<file path="src/rtl/reaction_timer_multi.sv">
// Multi-player reaction timer: random arm delay, millisecond reaction measurement in
// packed BCD, false-start and timeout detection, and best valid time since reset.
module reaction_timer_multi #(
  parameter  int TICK_DVSR   = 100000,
  parameter  int N_PLAYERS   = 2,
  parameter  int DIGITS      = 4,
  parameter  int MIN_DELAY_S = 2,
  parameter  int MAX_DELAY_S = 15,
  parameter  int TIMEOUT_MS  = 1000,
  localparam int W           = (N_PLAYERS > 1) ? $clog2(N_PLAYERS) : 1
) (
  input  logic                  i_clk,
  input  logic                  i_reset,
  input  logic                  i_start,
  input  logic [N_PLAYERS-1:0]  i_stop,
  output logic                  o_stimulus,
  output logic [4*DIGITS-1:0]   o_time,
  output logic [4*DIGITS-1:0]   o_best,
  output logic [W-1:0]          o_winner,
  output logic                  o_false_start,
  output logic                  o_timeout,
  output logic                  o_done
);

  localparam int BW    = 4 * DIGITS;
  localparam int PW    = (TICK_DVSR > 1) ? $clog2(TICK_DVSR) : 1;
  localparam int SW    = 16;
  localparam int RANGE = MAX_DELAY_S - MIN_DELAY_S + 1;

  localparam logic [PW-1:0] TICK_LAST = PW'(TICK_DVSR - 1);
  localparam logic [BW-1:0] ALL_NINES = {DIGITS{4'h9}};

  typedef enum logic [1:0] {
    S_IDLE  = 2'd0,
    S_ARM   = 2'd1,
    S_REACT = 2'd2,
    S_DONE  = 2'd3
  } state_t;

  function automatic logic [BW-1:0] to_bcd(input int n);
    logic [BW-1:0] r;
    int            t;
    r = '0;
    t = n;
    for (int k = 0; k < DIGITS; k++) begin
      r[4*k +: 4] = 4'(t % 10);
      t = t / 10;
    end
    return r;
  endfunction

  // Ripple BCD increment: a digit advances only while every lower digit wraps 9 -> 0.
  function automatic logic [BW-1:0] bcd_inc(input logic [BW-1:0] v);
    logic [BW-1:0] r;
    logic          c;
    r = v;
    c = 1'b1;
    for (int k = 0; k < DIGITS; k++) begin
      if (c && (v[4*k +: 4] == 4'd9)) begin
        r[4*k +: 4] = 4'd0;
      end else if (c) begin
        r[4*k +: 4] = v[4*k +: 4] + 4'd1;
        c           = 1'b0;
      end else begin
        r[4*k +: 4] = v[4*k +: 4];
      end
    end
    return r;
  endfunction

  function automatic logic [W-1:0] lowest_set(input logic [N_PLAYERS-1:0] v);
    logic [W-1:0] r;
    r = '0;
    for (int i = N_PLAYERS - 1; i >= 0; i--) begin
      if (v[i]) begin
        r = W'(i);
      end else begin
        r = r;
      end
    end
    return r;
  endfunction

  function automatic logic [SW-1:0] arm_delay(input logic [7:0] rnd);
    return SW'(MIN_DELAY_S + (int'(rnd) % RANGE));
  endfunction

  localparam logic [BW-1:0] TIMEOUT_BCD = to_bcd(TIMEOUT_MS);

  state_t          r_state;
  state_t          w_next;
  logic            r_start_q;
  logic [15:0]     r_lfsr;
  logic [PW-1:0]   r_presc;
  logic [PW-1:0]   w_presc;
  logic [9:0]      r_ms;
  logic [9:0]      w_ms;
  logic [SW-1:0]   r_secs;
  logic [SW-1:0]   w_secs;
  logic [BW-1:0]   r_time;
  logic [BW-1:0]   w_time;
  logic [BW-1:0]   r_best;
  logic [BW-1:0]   w_best;
  logic [W-1:0]    r_winner;
  logic [W-1:0]    w_winner;
  logic            r_false_start;
  logic            w_false_start;
  logic            r_timeout;
  logic            w_timeout;
  logic            r_stimulus;
  logic            r_done;
  logic            w_start_edge;
  logic            w_tick;
  logic            w_sec_tick;
  logic            w_any_stop;
  logic            w_lfsr_fb;

  assign w_start_edge = i_start & ~r_start_q;
  assign w_tick       = (r_presc == TICK_LAST);
  assign w_sec_tick   = w_tick & (r_ms == 10'd999);
  assign w_any_stop   = |i_stop;
  assign w_lfsr_fb    = r_lfsr[15] ^ r_lfsr[13] ^ r_lfsr[12] ^ r_lfsr[10];

  // Next-state and next-result logic for the round sequencer.
  always_comb begin
    w_next        = r_state;
    w_presc       = w_tick ? '0 : r_presc + PW'(1);
    w_ms          = r_ms;
    w_secs        = r_secs;
    w_time        = r_time;
    w_best        = r_best;
    w_winner      = r_winner;
    w_false_start = r_false_start;
    w_timeout     = r_timeout;
    case (r_state)
      S_IDLE: begin
        if (w_start_edge) begin
          w_next        = S_ARM;
          w_secs        = arm_delay(r_lfsr[7:0]);
          w_presc       = '0;
          w_ms          = '0;
          w_time        = '0;
          w_winner      = '0;
          w_false_start = 1'b0;
          w_timeout     = 1'b0;
        end else begin
          w_next = S_IDLE;
        end
      end
      S_ARM: begin
        if (w_sec_tick) begin
          w_ms = '0;
        end else if (w_tick) begin
          w_ms = r_ms + 10'd1;
        end else begin
          w_ms = r_ms;
        end
        // A stop during the arm delay is a false start even if the delay expires now.
        if (w_any_stop) begin
          w_next        = S_DONE;
          w_winner      = lowest_set(i_stop);
          w_false_start = 1'b1;
          w_time        = ALL_NINES;
        end else if ((r_secs == '0) || (w_sec_tick && (r_secs == SW'(1)))) begin
          w_next  = S_REACT;
          w_time  = '0;
          w_presc = '0;
          w_secs  = '0;
        end else if (w_sec_tick) begin
          w_secs = r_secs - SW'(1);
        end else begin
          w_secs = r_secs;
        end
      end
      S_REACT: begin
        if (w_any_stop) begin
          w_next   = S_DONE;
          w_winner = lowest_set(i_stop);
          if (r_best > r_time) begin
            w_best = r_time;
          end else begin
            w_best = r_best;
          end
        end else if (r_time == TIMEOUT_BCD) begin
          w_next    = S_DONE;
          w_timeout = 1'b1;
        end else if (w_tick) begin
          w_time = bcd_inc(r_time);
        end else begin
          w_time = r_time;
        end
      end
      S_DONE: begin
        if (w_start_edge) begin
          w_next = S_IDLE;
        end else begin
          w_next = S_DONE;
        end
      end
      default: begin
        w_next = S_IDLE;
      end
    endcase
  end

  // State, LFSR, timing counters and registered outputs.
  always_ff @(posedge i_clk or posedge i_reset) begin
    if (i_reset) begin
      r_state       <= S_IDLE;
      r_start_q     <= 1'b0;
      r_lfsr        <= 16'hACE1;
      r_presc       <= '0;
      r_ms          <= '0;
      r_secs        <= '0;
      r_time        <= '0;
      r_best        <= ALL_NINES;
      r_winner      <= '0;
      r_false_start <= 1'b0;
      r_timeout     <= 1'b0;
      r_stimulus    <= 1'b0;
      r_done        <= 1'b0;
    end else begin
      r_state       <= w_next;
      r_start_q     <= i_start;
      r_lfsr        <= {r_lfsr[14:0], w_lfsr_fb};
      r_presc       <= w_presc;
      r_ms          <= w_ms;
      r_secs        <= w_secs;
      r_time        <= w_time;
      r_best        <= w_best;
      r_winner      <= w_winner;
      r_false_start <= w_false_start;
      r_timeout     <= w_timeout;
      r_stimulus    <= (w_next == S_REACT);
      r_done        <= (w_next == S_DONE);
    end
  end

  assign o_stimulus    = r_stimulus;
  assign o_time        = r_time;
  assign o_best        = r_best;
  assign o_winner      = r_winner;
  assign o_false_start = r_false_start;
  assign o_timeout     = r_timeout;
  assign o_done        = r_done;

endmodule

</file>
<file path="config.mk">
export PLATFORM = sky130hd
export DESIGN_NAME = reaction_timer_multi
export DESIGN_NICKNAME = d
export VERILOG_FILES = /design/src/rtl/reaction_timer_multi.sv
export SDC_FILE = /design/constraint.sdc
export NUM_CORES = 1
export LEC_CHECK = 0
export BUFFER_PORTS_ARGS = -buffer_cell sky130_fd_sc_hd__buf_2
export CAP_MARGIN = 10
export CORE_ASPECT_RATIO = 1.2
export CORE_MARGIN = 1.5
export CORE_UTILIZATION = 45
export DETAILED_ROUTE_END_ITERATION = 8
export PLACE_DENSITY_LB_ADDON = 0.15
export SYNTH_ARGS = -nofsm -noshare
export SYNTH_HDL_FRONTEND = slang
export SYNTH_SLANG_ARGS = --single-unit
</file>
<file path="constraint.sdc">
create_clock -name i_clk -period 10.2 [get_ports i_clk]
set_input_delay 2.04 -clock i_clk [delete_from_list [all_inputs] [get_ports i_clk]]
set_output_delay 2.04 -clock i_clk [all_outputs]
set_load 0.01 [all_outputs]
</file>
Word level (Yosys, flattened, before mapping):

Index checks and enable logic that the tools add are counted.

* reduce and logical (&&, ||, !) cells: 23
* div/mod/pow operators: 1
* magnitude comparators: 1
* $add $sub $neg: 8
* equality and inequality tests: 27
* bitwise logic cells: 6
* muxes and demuxes: 60

Operators by type and width (count)
* 16-bit 2-to-1 mux: 10
* 17-bit 2-to-1 mux: 4
* 16-bit one-hot mux with 3 select lines: 1
* 17-bit one-hot mux with 2 select lines: 1
* 9-bit by 5-bit modulo with 32-bit output (second input constant): 1
* 16-bit one-hot mux with 2 select lines: 1
* 10-bit 2-to-1 mux: 3
* 4-bit 2-to-1 mux: 7
* 1-bit 2-to-1 mux: 23
* 7-bit AND reduction: 3
* 10-bit one-hot mux with 2 select lines: 1
* 3-bit != test (second input constant): 6
* 17-bit by 1-bit adder with 17-bit output (second input constant): 1
* 17-bit equality test (second input constant): 1
* 3-bit by 16-bit adder with 16-bit output (first input constant): 1
* 4-bit by 1-bit adder with 4-bit output (second input constant): 4
* 16-bit by 1-bit equality test with 1-bit output (second input constant): 1
* 16-bit by 13-bit equality test with 1-bit output (second input constant): 1
* 4-bit equality test (second input constant): 4
* 16-bit > comparator: 1
* 16-bit zero test: 1
* 16-bit by 1-bit subtractor with 16-bit output (second input constant): 1
* 2-bit != test (second input constant): 7
* 3-bit AND reduction: 4
* other kinds (19): 38

* register bits after elaboration: 99
* output and inout port bits: 37

Logic depth before layout (Yosys ltp):

Gate-level depths: netlist of run 1.

* depth after elaboration: 24
* depth in mapped cells: 17

Worst setup path after synthesis of run 1:

No wires, ideal clock.

* path type: reg2reg
* from: register r_lfsr[5]
* to: register r_secs[6]
* library setup time: 87 ps
* stages on the path, launching flop included: 14
* path slack: 6391 ps
* period minus slack after synthesis: 3809 ps
* data arrival time: 3723 ps
* path through: dfstp_2 > buf_6 > nand2_2 > inv_1 > ha_1 > nand2b_1 > a221o_2 > a211o_4 > mux2i_1 > ha_1 > xor3_1 > or3_1 > o41a_1 > o211ai_1

* cells in the longest elaborated chain, start to end: 4

RTL lines
* start: declaration: line 93 `logic [15:0] r_lfsr;`
* start signal: assignment: line 225 `r_lfsr <= {r_lfsr[14:0], w_lfsr_fb};`
* 9-bit by 5-bit modulo with 32-bit output: line 85 `return SW'(MIN_DELAY_S + (int'(rnd) % RANGE));`
* 3-bit by 16-bit adder with 16-bit output: line 85
* 16-bit 2-to-1 mux: line 137 `if (w_start_edge) begin`
* 16-bit one-hot mux with 2 select lines: line 135 `case (r_state)`
* end signal: assignment: line 228 `r_secs <= w_secs;`
* end: declaration: line 98 `logic [SW-1:0] r_secs;`

Every way passes these cells. The select of a mux whose other input is x is not followed.
A chain may end at the register's enable or synchronous reset.

Worst setup path in the final report of run 1:

* from: register r_lfsr[6]
* to: register r_secs[6]

Same word-level chain as after synthesis.

==> impl_metrics.json, run 1 <==
{
  "initial_core_util": 0.458,
  "antenna_cells": 0,
  "vias_per_cell": 5.74,
  "finalWirelength_mm": 13.7,
  "die_h_um": 130,
  "ctsResizeCount": 0,
  "outcome": "complete, no violations",
  "worstSetupPathType": "reg -> reg",
  "max_freq_ghz": 0.233,
  "cts_made_buffers": 9,
  "pwr-share-clk": 0.208,
  "period_share": 0.421,
  "dieArea_um2": 14100,
  "place_ws_ns": 5.96,
  "p_seq_frac": 0.345,
  "cp.arrival_ns": 4.55,
  "grt_usage": 0.207,
  "yosys_register_bits": 99,
  "cts_setup_buffers": 0,
  "clk_latency_ns": 0.35,
  "syn-num-nets": 684,
  "clkTransAtPathRegs_ns": 0.07,
  "maxSlewViolCount": 0,
  "yosys.area_share.simple": 0.206,
  "grt_overflow": 0,
  "synth_ff_type": "dfrtp_1",
  "grt_pass1_wl_mm": 23.1,
  "yosysWarnings": 0,
  "p_sw_frac": 0.415,
  "synth_edf_count": 0,
  "synth_top_family_by_area": "simple AND/OR/NAND/NOR gates",
  "powerDensity_nw_per_um2": 245,
  "cts_tree": "done",
  "globalplace.congestion": 0.814,
  "fin_nets": 718,
  "async_reset_ff_frac": 1.00,
  "synthesis.area_um2": 6040,
  "hold_viol_final": 0,
  "nFillCells": 1241,
  "root_buffer": "clkbuf_16",
  "hold_buffers": 0,
  "mostFrequentLayoutCells": "83 x dfrtp_1, 64 x nor2_1, 56 x o21ai_0, 44 x nand2_1, 41 x buf_2",
  "num_rows": 46,
  "antenna_found_initial": 0,
  "timing.final.ws_setup_ns": 5.91,
  "post-place-cells": 831,
  "dpl.hpwl_mm": 9.76,
  "vdd_drop_max_mv": 0.132,
  "fin_tns_setup_ns": 0,
  "first_global_vias": 4808,
  "start_kind": "flop",
  "yosys.area_share.xor_xnor": 0.0387,
  "yosysSeqAreaShare": 0.414,
  "p_leak_nw": 3.07,
  "endpoint_kind": "flop",
  "synth_cell_type_count": 80,
  "wl_per_cell_um": 16.2,
  "cts.path.max_buffers": 2,
  "ant_nets": 0,
  "timing.hold.ws_ns": 0.360,
  "required_ns": 10.46,
  "multi_input_area_um2": 3290,
  "power_frac_comb": 0.447,
  "drc_errors": 0,
  "worst_slew_pin_slew_ns": 1.08,
  "clock_sink_count": 99,
  "die_w_um": 109,
  "drive_above_1_share": 0.169,
  "syn_area_per_cell_um2": 9.44,
  "fin_skew_ns": 0.0106,
  "cp_max_fo": 15,
  "min_path_type": "reg -> reg",
  "rsz0062_at_grt": "no",
  "finalSetupViolCount": 0,
  "ioPinCount": 42,
  "core_area_um2": 13200,
  "drt_iter0_markers": 334,
  "maxCapViolations": 0,
  "muxShareOfSynthArea": 0.0414,
  "place.port_buffers": 41,
  "synthAdderAreaFrac": 0.0827,
  "seq_area_um2": 2500,
  "min_period_ns": 4.29,
  "dr_total_vias": 4863,
  "syn_inst": 640,
  "synth_compound_area_frac": 0.177,
  "p_int_uw": 955,
  "maxSlewHeadroom": 0.275,
  "layout_commonest_cell": "dfrtp_1",
  "final_cells": 847,
  "htree_levels": 3,
  "p_switching_uw": 679,
  "area_growth_pct": 10.3,
  "grt_max_degree": 53,
  "dr.pass1.iters": 4
}
## area by class of cell
type                    count  share of cell area
multi-input cells         485               0.495
flip-flops and latches     99               0.375
clock buffers              12              0.0355
clock inverters             4             0.00789
inverters                  33              0.0190
repair buffers             46              0.0364
well taps                 168              0.0316
## critical path: stages (launching register included)
cell and delay (ns):
dfstp_2 0.71, nand2_2 0.17, inv_1 0.09, ha_1 0.31, nand2b_1 0.17, a221o_2 0.46
a211o_4 0.40, mux2i_1 0.25, ha_1 0.27, xor3_1 0.44, or3_1 0.36, o41a_1 0.40
o211ai_1 0.17
## path summary, 6_finish.rpt
kind	startpoint	slack, ns	to	depth (start not counted)
worst max-delay path	r_lfsr[6]	5.91	r_secs[6]	12
worst min-delay path	r_lfsr[14]	0.36	r_lfsr[15]	0
worst max register to register	r_lfsr[6]	5.91	r_secs[6]	12
worst min register to register	r_lfsr[14]	0.36	r_lfsr[15]	0
max in group asynchronous	i_reset	7.31	r_presc[4]	3
min in group asynchronous	i_reset	1.77	r_start_q	2
## metrics by stage
stage | util | area [um2] | power [mW]
5_1_grt | 0.505 | 6660 | 1.78
6_report | 0.505 | 6660 | 1.63
2_1_floorplan | - | 6040 | 1.10
3_3_place_gp | 0.483 | 6370 | 1.28
4_1_cts | 0.505 | 6660 | 1.65
3_5_place_dp | 0.483 | 6370 | 1.30
## cell families after synthesis
| family | Yosys count |
|---|---|
| AO/OA/AOI/OAI | 156 |
| XOR/XNOR | 25 |
| adder cells (fa/ha/maj) | 40 |
| buffers and inverters | 56 |
| flip-flops | 99 |
| multiplexers | 23 |
| AND/OR/NAND/NOR | 241 |
## layer usage
layer	wire length [um]	track usage
met1	5990	0.247
met2	6920	0.361
met3	406	0.0360
met4	408	0.102
met5	0	0
## cell usage after synthesis, drive strengths merged (5+ instances only)
cell    instances  share of area
o21a            6         0.0087
clkbuf         11         0.0075
and3            9         0.0093
buf            12          0.013
nand3          37          0.031
xnor2          12          0.017
dfrtp          83           0.34
and2            8         0.0083
nand2b          6         0.0062
nor2b           8         0.0083
a21o            6         0.0075
dfstp          16          0.070
inv            33          0.021
nand2          47          0.031
xor2           12          0.017
o31ai           9          0.011
or2             6         0.0062
mux2           16          0.030
nor4            6         0.0073
mux2i           7          0.012
and4            5         0.0073
o21ai          64          0.054
ha             39          0.081
nor3b           5         0.0062
nor3           12          0.011
nor2           65          0.042
or3             6         0.0062
a21oi          27          0.024
nand4          13          0.013
## flip-flops by register name, summed over array words and instances (netlist names), 2 cells and up
| signal | count |
|---|---|
| r_ms | 10 |
| r_secs | 16 |
| r_presc | 17 |
| o_time | 16 |
| o_best | 16 |
| r_lfsr | 16 |
| r_state | 2 |
## power by group through the flow
stage          registers, mW  logic, mW  clock network (mW)
4_1_cts                0.562      0.734               0.352
3_3_place_gp           0.565      0.717                   0
5_1_grt                0.577      0.834               0.369
2_1_floorplan          0.569      0.526                   0
6_report               0.563      0.730               0.340
3_5_place_dp           0.568      0.730                   0
Power figures use the tool's default switching activity.
==> run 2: changes to the inputs <==
==> constraint.sdc (replaced) <==
create_clock -name i_clk -period 3.5 [get_ports i_clk]
set_input_delay 0.7 -clock i_clk [delete_from_list [all_inputs] [get_ports i_clk]]
set_output_delay 0.7 -clock i_clk [all_outputs]
set_load 0.01 [all_outputs]
==> run 2 against run 1 <==
Net effect: power grew to 3.0 times the previous value; maximum frequency is 28% higher; clock-buffer cell count stayed put; highest routed layer unchanged.
==> impl_metrics.json, run 2 (synthesis gave the netlist of run 1 again) <==
{
  "fin_skew_ns": 0.00666,
  "fin_tns_setup_ns": 0,
  "core_area_um2": 13200,
  "largest-register": "r_presc",
  "area_growth_pct": 14.1,
  "reg2reg_depth": 12,
  "cp_max_fo": 7,
  "ioPinCount": 42,
  "min_path_type": "reg -> reg",
  "rsz0062_at_grt": "no",
  "critPathMostFrequentCell": "nand2_4",
  "grt_pass1_wl_mm": 22.8,
  "cts_tree": "done",
  "dr_total_vias": 4903,
  "vdd_drop_max_mv": 0.296,
  "die_w_um": 109,
  "whs_path_depth": 0,
  "vias_per_cell": 5.67,
  "use_met1": 0.247,
  "antenna_cells": 0,
  "grt_overflow": 0,
  "htree_levels": 3,
  "mostFrequentLayoutCells": "83 x dfrtp_1, 64 x nor2_1, 56 x o21ai_0, 44 x nand2_1, 41 x buf_2",
  "drt_iter0_markers": 247,
  "cts.path.max_buffers": 2,
  "place.port_buffers": 41,
  "clk_latency_ns": 0.34,
  "max_freq_ghz": 0.298,
  "clkTransAtPathRegs_ns": 0.07,
  "cp_slowest_stage_delay_ns": 0.56,
  "outcome": "complete, no violations",
  "p_total_mw": 4.86,
  "ant_nets": 0,
  "fin_nets": 736,
  "required_ns": 3.76,
  "largest_reg_flops": 17,
  "worstSetupPathType": "reg -> reg",
  "grtUsageMet3": 0.0280,
  "busiest_layer": "met2",
  "initial_core_util": 0.458,
  "wl_per_cell_um": 15.6,
  "cp_cell_sequence": "nand2_4 > inv_2 > ha_4 > nand2b_4 > a221o_2 > a211o_4 > buf_4 > nand2_4 > xor3_1 > or3_4 > o41a_1 > o211ai_1",
  "drive_above_1_share": 0.204,
  "min_period_ns": 3.36,
  "finalWirelength_mm": 13.5,
  "dieArea_um2": 14100,
  "maxCapViolations": 0,
  "die_h_um": 130,
  "endpoint_kind": "flop",
  "antenna_found_initial": 0,
  "first_global_vias": 4726,
  "cp.arrival_ns": 3.62,
  "hold_viol_final": 0,
  "grt_util_met2": 0.363,
  "slowest_stage": "dfstp_2",
  "cts_made_buffers": 9,
  "clock_sink_count": 99,
  "grt_usage": 0.202,
  "period_share": 0.960,
  "dpl.hpwl_mm": 9.78,
  "powerDensity_nw_per_um2": 706,
  "root_buffer": "clkbuf_16",
  "num_rows": 46,
  "maxSlewHeadroom": 0.490,
  "dr.pass1.iters": 4,
  "p_leak_nw": 3.19,
  "finalSetupViolCount": 0,
  "start_kind": "flop",
  "drc_errors": 0,
  "maxSlewViolCount": 0,
  "grt_max_degree": 54,
  "timing.hold.ws_ns": 0.353,
  "layout_commonest_cell": "dfrtp_1",
  "globalplace.congestion": 0.844,
  "worst_slew_pin_slew_ns": 0.760
}
## run 2: cell types whose count changed in the layout (fill, tap and decap cells not counted), moves of 2 or more
cell      before  now
clkbuf_8       0    2
buf_4          5   22
clkbuf_1       3    1
ha_1          39   37
## run 2: through the flow
stage	setup WS (ns)	instances	cell area, um2	util
floorplan	-0.0424	640	6070	-
global placement	0.130	847	6540	0.496
detailed placement	0.0150	847	6540	0.496
CTS	0.0372	864	6860	0.520
global route	0.0127	865	6890	0.523
finish	0.139	865	6890	0.523
## run 2: cell type report
type	instances	area, um2
clock buffers	12	256
clock inverters	4	57.6
fillers	1194	6290
inverters	33	126
multi-input cells	485	3350
flip-flops and latches	99	2500
well taps	168	210
repair buffers	64	390
## run 2: path summary, 6_finish.rpt
| path | slack (ns) | startpoint | endpoint |
|---|---|---|---|
| setup / recovery | 0.14 | r_lfsr[6] | r_secs[6] |
| hold / removal | 0.35 | r_lfsr[9] | r_lfsr[10] |
| setup reg to reg | 0.14 | r_lfsr[6] | r_secs[6] |
| hold reg to reg | 0.35 | r_lfsr[9] | r_lfsr[10] |
| max in group asynchronous | 2.28 | i_reset | o_best[15] |
| min in group asynchronous | 0.46 | i_reset | r_lfsr[2] |
## run 2: worst max-delay path, delay by kind of cell, from the launching register on
family                     cells  cell delay [ns]
adders and majority gates      1             0.20
buffers and inverters          2             0.24
and+or+nand+nor                4             0.65
AOI/OAI and AO/OA              4             1.23
DFF                            1             0.56
xor gates and xnor gates       1             0.41
## run 2: where the power goes
group | internal (mW) | leakage, nW | switching, mW
clock network | 0.600 | 0.151 | 0.442
registers | 1.40 | 1.29 | 0.233
logic | 0.884 | 1.75 | 1.30
total | 2.89 | 3.19 | 1.98
## run 2: routing by layer
metal	part of all wire	vias to the layer above	routed length, um
met5	0	-	0
met4	0.015	0	197
met3	0.027	16	359
met2	0.52	88	6980
met1	0.44	2385	5960
li1	-	2414	-
## run 2: repair_timing
item | in CTS | in global routing
buffers inserted | 1 | 1
pin swaps | 0 | 2
endpoints found under the hold margin | 0 | 0
gates resized for setup | 0 | 4
hold buffers | 0 | 0
endpoints found under the setup margin | 1 | 4
==> run 3: changes to the inputs <==
--- a/config.mk
+++ b/config.mk
@@ -11,7 +11,7 @@
 export CORE_MARGIN = 1.5
 export CORE_UTILIZATION = 45
 export DETAILED_ROUTE_END_ITERATION = 8
-export PLACE_DENSITY_LB_ADDON = 0.15
+export REMOVE_ABC_BUFFERS = 1
 export SYNTH_ARGS = -nofsm -noshare
 export SYNTH_HDL_FRONTEND = slang
 export SYNTH_SLANG_ARGS = --single-unit
==> constraint.sdc (replaced) <==
create_clock -name i_clk -period 3.3 [get_ports i_clk]
set_input_delay 0.66 -clock i_clk [delete_from_list [all_inputs] [get_ports i_clk]]
set_output_delay 0.66 -clock i_clk [all_outputs]
set_load 0.01 [all_outputs]
==> run 3 against run 2 <==
Net effect: the run now ends with negative setup slack left; routed wire length increased by 1.7%; register-to-register slack got worse by 0.22 ns; non-clock buffer count increased by 28; clock-buffer cell count decreased by 2; core utilization increased by 2.5 points; first-iteration DRC count decreased by 2.0%; flip-flop and latch count unchanged.
==> impl_metrics.json, run 3 (synthesis gave the netlist of run 1 again) <==
{
  "outcome": "finished, violations left",
  "violations": "negative setup slack",
  "cts_made_buffers": 9,
  "die_w_um": 109,
  "grt_usage": 0.204,
  "fin_nets": 764,
  "routed-wl-met3_um": 316,
  "p_leak_nw": 3.33,
  "cts.path.max_buffers": 2,
  "mostFrequentLayoutCells": "83 x dfrtp_1, 63 x nor2_1, 54 x o21ai_0, 45 x buf_4, 44 x nand2_1",
  "clk_latency_ns": 0.35,
  "vias_per_cell": 5.61,
  "multi_input_area_um2": 3450,
  "grt_overflow": 0,
  "start_kind": "flop",
  "slowest_stage": "dfstp_2",
  "final_cells": 893,
  "hold_viol_final": 0,
  "finalWirelength_mm": 13.7,
  "grt_max_degree": 62,
  "min_path_type": "reg -> reg",
  "drc_errors": 0,
  "grt_pass1_wl_mm": 23.1,
  "die_h_um": 130,
  "maxSlewHeadroom": 0.489,
  "dr_total_vias": 5007,
  "place.port_buffers": 41,
  "dr.max_layer_used": "met4",
  "hold_buffers": 0,
  "root_buffer": "clkbuf_16",
  "maxSlewViolCount": 0,
  "antenna_found_initial": 0,
  "cp_slowest_stage_delay_ns": 0.54,
  "worstSetupPathType": "reg -> reg",
  "area_growth_pct": 19.5,
  "drt-met1-wl_mm": 6.34,
  "rsz0062_at_grt": "yes",
  "dpl.hpwl_mm": 9.76,
  "timing.hold.ws_ns": 0.355,
  "drive_above_1_share": 0.258,
  "p_total_mw": 5.24,
  "finalSetupViolCount": 1,
  "timing.final.ws_setup_ns": -0.0769,
  "dieArea_um2": 14100,
  "first_global_vias": 4839,
  "largest-register": "r_presc",
  "fin_tns_setup_ns": -0.0769,
  "worst_slew_pin_slew_ns": 0.767,
  "layout_commonest_cell": "dfrtp_1",
  "path_buf_inv": 1,
  "required_ns": 3.56,
  "nFillCells": 1175,
  "powerDensity_nw_per_um2": 725,
  "drt_iter0_markers": 242,
  "dr.pass1.iters": 6,
  "antenna_cells": 0,
  "max_freq_ghz": 0.296,
  "maxCapViolations": 0,
  "largest_reg_flops": 17,
  "cp_max_fo": 2,
  "num_rows": 46,
  "post-place-cells": 865,
  "cp_cell_sequence": "nand2_2 > inv_2 > ha_4 > nand2b_4 > a221o_2 > a211o_4 > mux2i_4 > ha_2 > xor3_1 > or3_4 > o41a_1 > o211ai_1",
  "clock_sink_count": 99,
  "min_period_ns": 3.38,
  "crit_family": "compound AO/OA/AOI/OAI gates",
  "ant_nets": 0,
  "fin_skew_ns": 0.00841,
  "cts_tree": "done",
  "utilization": 0.548,
  "wl_per_cell_um": 15.4,
  "cp.arrival_ns": 3.64,
  "ioPinCount": 42,
  "clkTransAtPathRegs_ns": 0.07,
  "globalplace.congestion": 0.841,
  "htree_levels": 3,
  "period_share": 1.02,
  "seq_area_um2": 2500,
  "vdd_drop_max_mv": 0.375,
  "wl_met2_mm": 6.88,
  "initial_core_util": 0.458,
  "core_area_um2": 13200,
  "endpoint_kind": "flop"
}
run 3: changes by cell type in the layout (fill, tap and decap cells not counted), moves of 2 or more:
cell / delta
clkinv_2: +2
a21oi_1: -2
xnor2_2: +2
buf_6: +4
mux2i_1: -2
buf_4: +23
xnor2_1: -2
o21ai_0: -2
nor4_2: +2
run 3: metrics by stage:
stage / instance area (um2) / setup WS [ns]
3_3_place_gp: 6640 / -0.158
4_1_cts: 7040 / -0.0811
3_5_place_dp: 6640 / -0.310
5_1_grt: 7220 / -0.196
2_1_floorplan: 5920 / -0.583
6_report: 7220 / -0.0769
run 3: cell type report:
class / instances / area share
multi-input combinational: 485 / 0.477
sequential: 99 / 0.346
timing repair buffer: 92 / 0.0849
inverter: 33 / 0.0175
tap: 168 / 0.0291
clock inverter: 6 / 0.0120
clock buffer: 10 / 0.0331
run 3: report_power, final:
| part | switching [mW] | total, mW | internal (mW) | leakage (nW) |
|---|---|---|---|---|
| Sequential | 0.247 | 1.73 | 1.49 | 1.29 |
| Combinational | 1.40 | 2.36 | 0.957 | 1.88 |
| Clock | 0.461 | 1.15 | 0.685 | 0.159 |
| Total | 2.11 | 5.24 | 3.13 | 3.33 |
run 3: layer usage:
metal,vias up,GRT usage
met5,-,0
met4,0,0.0728
met3,13,0.0310
met2,72,0.347
met1,2454,0.265
li1,2468,-
run 3: timing repair:
item,in CTS,in global routing
resized for setup,6,31
setup endpoints to repair,2,10
pin swaps,7,17
hold endpoints to repair,0,0
setup buffers,6,7
run 3: final timing paths:
| check | from | endpoint | slack (ns) | cells after the start |
|---|---|---|---|---|
| setup / recovery | r_lfsr[6] | r_secs[6] | -0.08 | 12 |
| max in group asynchronous | i_reset | r_lfsr[0] | 2.09 | 3 |
| setup reg to reg | r_lfsr[6] | r_secs[6] | -0.08 | 12 |
| hold / removal | r_lfsr[14] | r_lfsr[15] | 0.36 | 0 |
| min in group asynchronous | i_reset | r_ms[9] | 0.46 | 2 |
| hold reg to reg | r_lfsr[14] | r_lfsr[15] | 0.36 | 0 |
